$ cat src/rtl/mem_request_queue.sv
`default_nettype none
// ============================================================================
//  Module      : mem_request_queue
//  Description : In-order request buffer between the trace parser and the DRAM
//                command scheduler. Holds DEPTH requests (op + address), keeps
//                a saturating age for every resident entry, presents the oldest
//                entry over valid/ready and counts requests dropped when full.
//  Revision    : 1.0 - initial release
// ============================================================================
module mem_request_queue #(
   parameter int DEPTH  = 16,
   parameter int ADDR_W = 33,
   parameter int AGE_W  = 8,
   parameter int DROP_W = 16
) (
   input  logic                         clk,
   input  logic                         rst_n,
   input  logic                         in_valid,
   input  logic [1:0]                   in_op,
   input  logic [ADDR_W-1:0]            in_addr,
   output logic                         in_ready,
   output logic                         out_valid,
   output logic [1:0]                   out_op,
   output logic [ADDR_W-1:0]            out_addr,
   output logic [AGE_W-1:0]             out_age,
   input  logic                         out_ready,
   output logic [$clog2(DEPTH+1)-1:0]   count,
   output logic                         full,
   output logic                         empty,
   output logic                         drop_pulse,
   output logic [DROP_W-1:0]            drop_count
);

   localparam int PW = $clog2(DEPTH);
   localparam int CW = $clog2(DEPTH+1);
   localparam logic [CW-1:0]     C_DEPTH    = CW'(DEPTH);
   localparam logic [AGE_W-1:0]  C_AGE_MAX  = {AGE_W{1'b1}};
   localparam logic [DROP_W-1:0] C_DROP_MAX = {DROP_W{1'b1}};
   localparam logic [1:0]        C_OP_NOP   = 2'd3;

   logic [PW-1:0]     wr_ptr_q, wr_ptr_d;
   logic [PW-1:0]     rd_ptr_q, rd_ptr_d;
   logic [CW-1:0]     count_q, count_d;
   logic              full_q, full_d;
   logic              empty_q, empty_d;
   logic              drop_pulse_q, drop_pulse_d;
   logic [DROP_W-1:0] drop_count_q, drop_count_d;

   logic              w_req;
   logic              w_enq;
   logic              w_deq;
   logic              w_drop;

   logic [1:0]        w_op   [DEPTH];
   logic [ADDR_W-1:0] w_addr [DEPTH];
   logic [AGE_W-1:0]  w_age  [DEPTH];

   // NOP ops are neither stored nor counted as drops; full blocks enqueue even
   // when the head is leaving in the same cycle (no full bypass).
   assign w_req  = in_valid && (in_op != C_OP_NOP);
   assign w_enq  = w_req && !full_q;
   assign w_drop = w_req && full_q;
   assign w_deq  = !empty_q && out_ready;

   // Per-entry storage. An entry is resident when its distance from the read
   // pointer is below the occupancy count; only resident entries age.
   for (genvar i = 0; i < DEPTH; i++) begin : g_entry
      logic [1:0]        op_q;
      logic [ADDR_W-1:0] addr_q;
      logic [AGE_W-1:0]  age_q;
      logic [PW-1:0]     w_rel;
      logic              w_occupied;

      assign w_rel      = PW'(i) - rd_ptr_q;
      assign w_occupied = (CW'(w_rel) < count_q);

      // Capture a new request into this slot, otherwise advance its age.
      always_ff @(posedge clk or negedge rst_n) begin
         if (!rst_n) begin
            op_q   <= '0;
            addr_q <= '0;
            age_q  <= '0;
         end else if (w_enq && (wr_ptr_q == PW'(i))) begin
            op_q   <= in_op;
            addr_q <= in_addr;
            age_q  <= '0;
         end else if (w_occupied && (age_q != C_AGE_MAX)) begin
            age_q  <= age_q + AGE_W'(1);
         end
      end

      assign w_op[i]   = op_q;
      assign w_addr[i] = addr_q;
      assign w_age[i]  = age_q;
   end

   // Next-state for pointers, occupancy flags and drop accounting.
   always_comb begin
      wr_ptr_d     = wr_ptr_q;
      rd_ptr_d     = rd_ptr_q;
      count_d      = count_q;
      drop_pulse_d = w_drop;
      drop_count_d = drop_count_q;

      if (w_enq) wr_ptr_d = wr_ptr_q + PW'(1);
      if (w_deq) rd_ptr_d = rd_ptr_q + PW'(1);

      case ({w_enq, w_deq})
         2'b10:   count_d = count_q + CW'(1);
         2'b01:   count_d = count_q - CW'(1);
         default: count_d = count_q;
      endcase

      if (w_drop && (drop_count_q != C_DROP_MAX))
         drop_count_d = drop_count_q + DROP_W'(1);

      full_d  = (count_d == C_DEPTH);
      empty_d = (count_d == '0);
   end

   // Control state register; reset discards every entry at once.
   always_ff @(posedge clk or negedge rst_n) begin
      if (!rst_n) begin
         wr_ptr_q     <= '0;
         rd_ptr_q     <= '0;
         count_q      <= '0;
         full_q       <= 1'b0;
         empty_q      <= 1'b1;
         drop_pulse_q <= 1'b0;
         drop_count_q <= '0;
      end else begin
         wr_ptr_q     <= wr_ptr_d;
         rd_ptr_q     <= rd_ptr_d;
         count_q      <= count_d;
         full_q       <= full_d;
         empty_q      <= empty_d;
         drop_pulse_q <= drop_pulse_d;
         drop_count_q <= drop_count_d;
      end
   end

   // Head fields are forced to zero whenever nothing is resident.
   assign out_valid  = !empty_q;
   assign out_op     = out_valid ? w_op[rd_ptr_q]   : '0;
   assign out_addr   = out_valid ? w_addr[rd_ptr_q] : '0;
   assign out_age    = out_valid ? w_age[rd_ptr_q]  : '0;
   assign in_ready   = !full_q;
   assign count      = count_q;
   assign full       = full_q;
   assign empty      = empty_q;
   assign drop_pulse = drop_pulse_q;
   assign drop_count = drop_count_q;

endmodule
`default_nettype wire

$ cat config.mk
export PLATFORM = sky130hd
export DESIGN_NAME = mem_request_queue
export DESIGN_NICKNAME = d
export VERILOG_FILES = /design/src/rtl/mem_request_queue.sv
export SDC_FILE = /design/constraint.sdc
export NUM_CORES = 2
export LEC_CHECK = 0
export CAP_MARGIN = 30
export CORE_MARGIN = 5
export CORE_UTILIZATION = 50
export CTS_CLUSTER_SIZE = 16
export DETAILED_ROUTE_END_ITERATION = 8
export PLACE_DENSITY = 0.79
export SYNTH_ARGS = -nofsm -noshare
export SYNTH_HDL_FRONTEND = slang
export SYNTH_SLANG_ARGS = --single-unit
$ cat constraint.sdc
create_clock -name clk -period 4.75 [get_ports clk]
set_clock_uncertainty 0.15 [all_clocks]
set_input_delay 0.475 -clock clk [delete_from_list [all_inputs] [get_ports clk]]
set_output_delay 0.475 -clock clk [all_outputs]
set_load 0.02 [all_outputs]
# Yosys cells after proc, flatten, opt, wreduce, memory -nomap -nowiden
# Cells that the tools add are included.
[totals]
reg_bits = 720
out_inout_bits = 69
[op_classes]
add_sub_neg = 37
eq_ne = 36
n_reduce_logical = 57
magnitude_cmp = 17
n_bitwise = 1
mux = 45
[ops]
columns = ["operator", "count"]
rows = [
  ["$mux 8", 35],
  ["$bmux 33 s4", 1],
  ["$add 8x1->8 const B", 16],
  ["$ne 8x8->1 const B", 16],
  ["$mux 33", 3],
  ["$lt 4x5->1", 16],
  ["$logic_and 1x1->1", 37],
  ["$bmux 8 s4", 1],
  ["$eq 4x4->1 const B", 8],
  ["$reduce_bool 2->1", 16],
  ["$sub 4x4->4 const A", 8],
  ["$add 16x1->16 const B", 1],
  ["$eq 4x3->1 const B", 4],
  ["$ne 16x16->1 const B", 1],
  ["$sub 3x4->4 const A", 4],
  ["$pmux 5 s2", 1],
  ["$add 4x1->4 const B", 2],
  ["$bmux 2 s4", 1],
  ["$eq 4x2->1 const B", 2],
  ["$sub 1x4->4 const A", 2],
  ["$sub 2x4->4 const A", 2],
  ["$mux 2", 3],
  ["$add 5x1->5 const B", 1],
  ["$eq 5x5->1 const B", 1],
  ["10 further kinds", 11],
]

# Logic depth before layout (Yosys ltp)
[logic_depth]
depth_word = 6
depth_mapped = 13
depth_no_buf = 12

# Worst setup path after synthesis
# No wires, ideal clock.
[synth_path]
path_kind = "flip-flop to flip-flop"
start = "register rd_ptr_q[1]"
end = "register g_entry[8].age_q[3]"
t_required_ns = 4.523
n_path_buf = 3
arrival_ns = 3.100
setup_slack_ns = 1.422
stages_incl_launch_ff = 12
period_less_slack_ns = 3.328
cell_sequence = "dfrtp_1 clkbuf_1 clkbuf_1 inv_1 ha_1 ha_1 a21o_1 a21o_1 a311o_1 buf_2 or3_1 a21oi_1"
[synth_between]
elab_chain_len = 4
[synth_rtl]
columns = ["item", "line_no", "text"]
rows = [
  ["from (decl)", "42", "logic [PW-1:0] rd_ptr_q, rd_ptr_d;"],
  ["from (signal assigned)", "133", "rd_ptr_q <= rd_ptr_d;"],
  ["$sub 4x4->4", "74", "assign w_rel = PW'(i) - rd_ptr_q;"],
  ["$lt 4x5->1", "75", "assign w_occupied = (CW'(w_rel) < count_q);"],
  ["$logic_and 1x1->1", "87", "end else if (w_occupied && (age_q != C_AGE_MAX)) begin"],
  ["$reduce_bool 2->1 (no source line)", "n/a", ""],
  ["to (signal assigned)", "88", "age_q <= age_q + AGE_W'(1);"],
  ["to (decl)", "70", "logic [AGE_W-1:0] age_q;"],
]
# Every way passes these cells.
# A chain may end at the register's enable or synchronous reset.

# Worst setup path in the final report
[layout_path]
start = "register rd_ptr_q[0]"
end = "output out_addr[15]"
[layout_between]
elab_chain_len = 5
[layout_rtl]
columns = ["item", "line_no", "text"]
rows = [
  ["$not 4->5 (not written as such)", "145", "assign out_addr = out_valid ? w_addr[rd_ptr_q] : '0;"],
  ["$bmux 33 s4", "145", ""],
  ["$mux 33 (not written as such) (2 in series)", "145", ""],
  ["$mux 33", "145", ""],
  ["to (decl)", "24", "output logic [ADDR_W-1:0] out_addr,"],
]
# Every way passes these cells. The select of a mux whose other input is x is not followed.

==> flow_metrics.env <==
export IMPL_start_util_pct=50.5
export IMPL_cp_arrival_ps=3690
export IMPL_post_route_util_pct=57.2
export IMPL_syn_inst=3570
export IMPL_hold_ws_ps=257
export IMPL_ioPinCount=108
export IMPL_clock_sinks=720
export IMPL_pwr_share_seq_pct=35.9
export IMPL_yosysTopAreaCellShare_pct=50.8
export IMPL_cts_root_buf="clkbuf_16"
export IMPL_syn_nets=3667
export IMPL_maxCapViolCount=0
export IMPL_detail_route_vias_per_cell=6.00
export IMPL_nNetsFinal=3695
export IMPL_worstHoldPathType="input port to asynchronous set/reset pin"
export IMPL_fp_coreArea_mm2=0.0701
export IMPL_cpMostUsedCell="mux4_2"
export IMPL_ys_warn_count=0
export IMPL_ant_nets=0
export IMPL_cts_setup_buffers=0
export IMPL_drive_gt1_share_pct=13.6
export IMPL_grt_busiest_layer="met2"
export IMPL_period_needed_ps=4310
export IMPL_remaining_drc_errors=0
export IMPL_n_fill_cell=5692
export IMPL_fp_row_count=97
export IMPL_overflow=0
export IMPL_worst_pin_slew_ps=1040
export IMPL_path_cells="buf_12 -> buf_4 -> mux4_2 -> mux4_2 -> and2_1 -> clkdlybuf4s50_1"
export IMPL_h_tree_depth=3
export IMPL_port_buffers=107
export IMPL_crit_slowest_cell="dfrtp_4"
export IMPL_critPathRequiredTime_ps=4120
export IMPL_p_switching_mw=11.8
export IMPL_dpl_instance_area_mm2=0.0376
export IMPL_areaGrowthSynthToFinish_pct=13.3
export IMPL_yosysTopAreaCell="dfrtp_1"
export IMPL_clk_path_buf_depth=3
export IMPL_ir_drop_mv=0.449
export IMPL_power_leakage_nw=19.3
export IMPL_ys_async_sr_fraction_pct=100
export IMPL_cts_tree="done"
export IMPL_ctsResizeCount=0
export IMPL_design_area_mm2=0.0401
export IMPL_globalplace_congestion=0.890
export IMPL_rsz0062_at_grt="false"
export IMPL_wl_per_cell_um=22.2
export IMPL_clock_power_share_pct=19.3
export IMPL_power_density_mw_per_mm2=766
export IMPL_synth_seq_cells=720
export IMPL_crit_buf_inv=3
export IMPL_grtUsageMet3_pct=5.13
export IMPL_dieArea_mm2=0.0762
export IMPL_sw_frac_of_total_pct=38.4
export IMPL_synth_edf_count=0
export IMPL_reg2reg_depth=8
export IMPL_grt_pass1_wl_um=162000
export IMPL_use_met1_pct=34.9
export IMPL_timing_final_crit_share_pct=90.8
export IMPL_drt_first_pass_iters=6
export IMPL_p_comb_share_pct=44.8
export IMPL_critical_path_top_delay_family="buffers and inverters"
export IMPL_dieWidth_um=276
export IMPL_clock_latency_ps=630
export IMPL_yosysSeqAreaShare_pct=50.9
export IMPL_r2r_slack_ps=1020
export IMPL_setup_tns_ps=0
export IMPL_syn_area_mm2=0.0354
export IMPL_r2r_start="rd_ptr_q[2]"
export IMPL_grt_antenna_before_repair=3
export IMPL_dp_final_hpwl_um=62100
export IMPL_worstSetupPathType="flip-flop to primary output"
export IMPL_worstSetupStartpointType="flip-flop"
export IMPL_slew_violations=0
export IMPL_synth_avg_cell_area_um2=9.91
export IMPL_p_int_mw=18.9
export IMPL_synth_main_ff_cell="dfrtp_1"
export IMPL_cts_buffers_inserted=75
export IMPL_grt_max_degree=130
export IMPL_crit_path_end_kind="primary output"
export IMPL_synth_area_leaders="dfrtp_1 51%, nand2_1 17%, mux4_2 14%, ha_1 2.1%, xnor2_1 1.9%"
export IMPL_slowest_delay_ps=610
export IMPL_clk_pin_slew_worst_paths_ps=60
export IMPL_status="completed"
export IMPL_vias=27600
export IMPL_fmax_mhz=232
export IMPL_met2_usage_pct=42.6
export IMPL_setup_viol=0
export IMPL_drt_wl_total_um=102000
export IMPL_grt_pass1_vias=28300
export IMPL_cp_max_fo=34
export IMPL_die_h_um=276
export IMPL_r2r_end="g_entry[7].age_q[5]"
export IMPL_grt_total_usage_pct=26.5
export IMPL_synthDistinctLibCells=65
export IMPL_drt_iter0_drc=3161
export IMPL_relSlewSlack_pct=30.7
export IMPL_hold_viol_final=0
export IMPL_postCtsHoldBufs=1
## power groups by stage
stage / Clock, mW / Sequential (mW) / Combinational, mW
4_1_cts: 6.00 / 11.0 / 13.7
3_5_place_dp: 0 / 11.0 / 13.6
2_1_floorplan: 0 / 10.2 / 9.66
6_report: 5.93 / 11.0 / 13.8
3_3_place_gp: 0 / 10.9 / 13.1
5_1_grt: 6.25 / 11.3 / 15.0
## placed cells by master, fill, tap and decap left out, drive strengths merged, types with 4 or more instances in the layout
master	synthesis	final
bufinv	0	6
inv	41	44
or4	10	10
nor4b	4	4
clkdlybuf4s50	0	106
clkbuf	171	103
o31ai	4	4
a21o	6	6
xor2	22	22
ha	58	58
a31o	4	4
nor4	6	6
and2	58	58
nand3	62	62
or3	34	34
nor3	24	24
o21ai	44	44
diode	0	5
mux2	49	49
o211ai	15	15
nor3b	17	17
nor2	94	94
clkinv	1	17
xnor2	77	77
o2bb2ai	5	5
mux4	215	215
nand2	1615	1615
dfrtp	719	719
and3	37	37
a21oi	59	59
mux2i	9	9
buf	52	67
nand4	12	12
a32o	5	5
## worst reg2reg max path, stage by stage, from the launching register on
cell and delay [ps]:
dfrtp_1 600, clkinv_2 610, buf_12 420, ha_1 330, o21ai_0 110, a211oi_1 880, nor3_1 200, xnor2_1 220
nor2_1 80
## synth_stat cells (3+ instances only)
cell type,count
mux2_2,49
a31o_2,4
buf_6,3
dfrtp_1,719
nor4_1,4
o21ai_1,4
nor2_1,94
o211ai_1,14
o21a_1,3
nor3b_1,17
buf_2,42
nand3_1,62
o2bb2ai_1,5
xnor2_1,77
and4_1,3
a21oi_1,58
nor4b_1,4
a211oi_1,3
nand4_1,12
a32o_1,5
or3_1,34
buf_1,5
inv_1,39
and2_0,4
mux4_2,215
nor3_1,20
or4_1,10
o21ai_0,40
xor2_1,22
mux2i_1,9
ha_1,58
nand2_1,1615
a21o_1,6
o211a_1,3
clkbuf_1,171
o21bai_1,3
nor3_2,4
o31ai_1,4
and3_1,37
and2_1,54
## flip-flops by register name (all words and copies together) (netlist names)
name and count:
full 1, rd_ptr_q 4, wr_ptr_q 4, count 5, empty 1, g_entry.addr_q 528, g_entry.op_q 32, drop_count 16
g_entry.age_q 128, drop_pulse 1
## per-stage QoR
step	total power, mW	cells	worst slack (ps)
3_5_place_dp	24.6	4459	889
2_1_floorplan	19.9	3570	1420
6_report	30.7	4597	438
4_1_cts	30.7	4591	402
5_1_grt	32.5	4593	323
3_3_place_gp	24.0	4453	1000
## area by class of cell
class / instances / area (µm²) / area share [%]
sequential: 720 / 18000 / 44.9
multi-input combinational: 2585 / 16400 / 40.9
clock buffer: 103 / 2110 / 5.27
timing repair buffer: 174 / 1890 / 4.72
tap: 940 / 1180 / 2.93
clock inverter: 28 / 335 / 0.836
inverter: 42 / 159 / 0.396
antenna: 5 / 12.5 / 0.0312
## worst max-delay path by stage
stage,startpoint,to,cells after the start
5_1_grt,rd_ptr_q[0],out_addr[15],6
3_5_place_dp,in_valid,g_entry[4].addr_q[27],8
4_1_cts,rd_ptr_q[0],out_addr[15],6
2_1_floorplan,rd_ptr_q[1],g_entry[8].age_q[3],11
3_3_place_gp,in_valid,g_entry[14].age_q[5],6
6_report,rd_ptr_q[0],out_addr[15],6
## layer usage
metal | vias to the layer above | wire [µm]
li1 | 11900 | -
met1 | 13800 | 38700
met2 | 1541 | 48200
met3 | 343 | 9700
met4 | 0 | 5300
met5 | - | 0
## cell families after synthesis
kind of cell	after synthesis	synth area share, %
adder cells (fa/ha/maj)	58	2.05
XOR/XNOR	99	2.45
multiplexers	273	15.5
AND/OR/NAND/NOR	1987	23.1
AO/OA/AOI/OAI	168	3.00
buffers and inverters	265	3.04
flip-flops	720	50.9
Power figures use the tool's default switching activity.
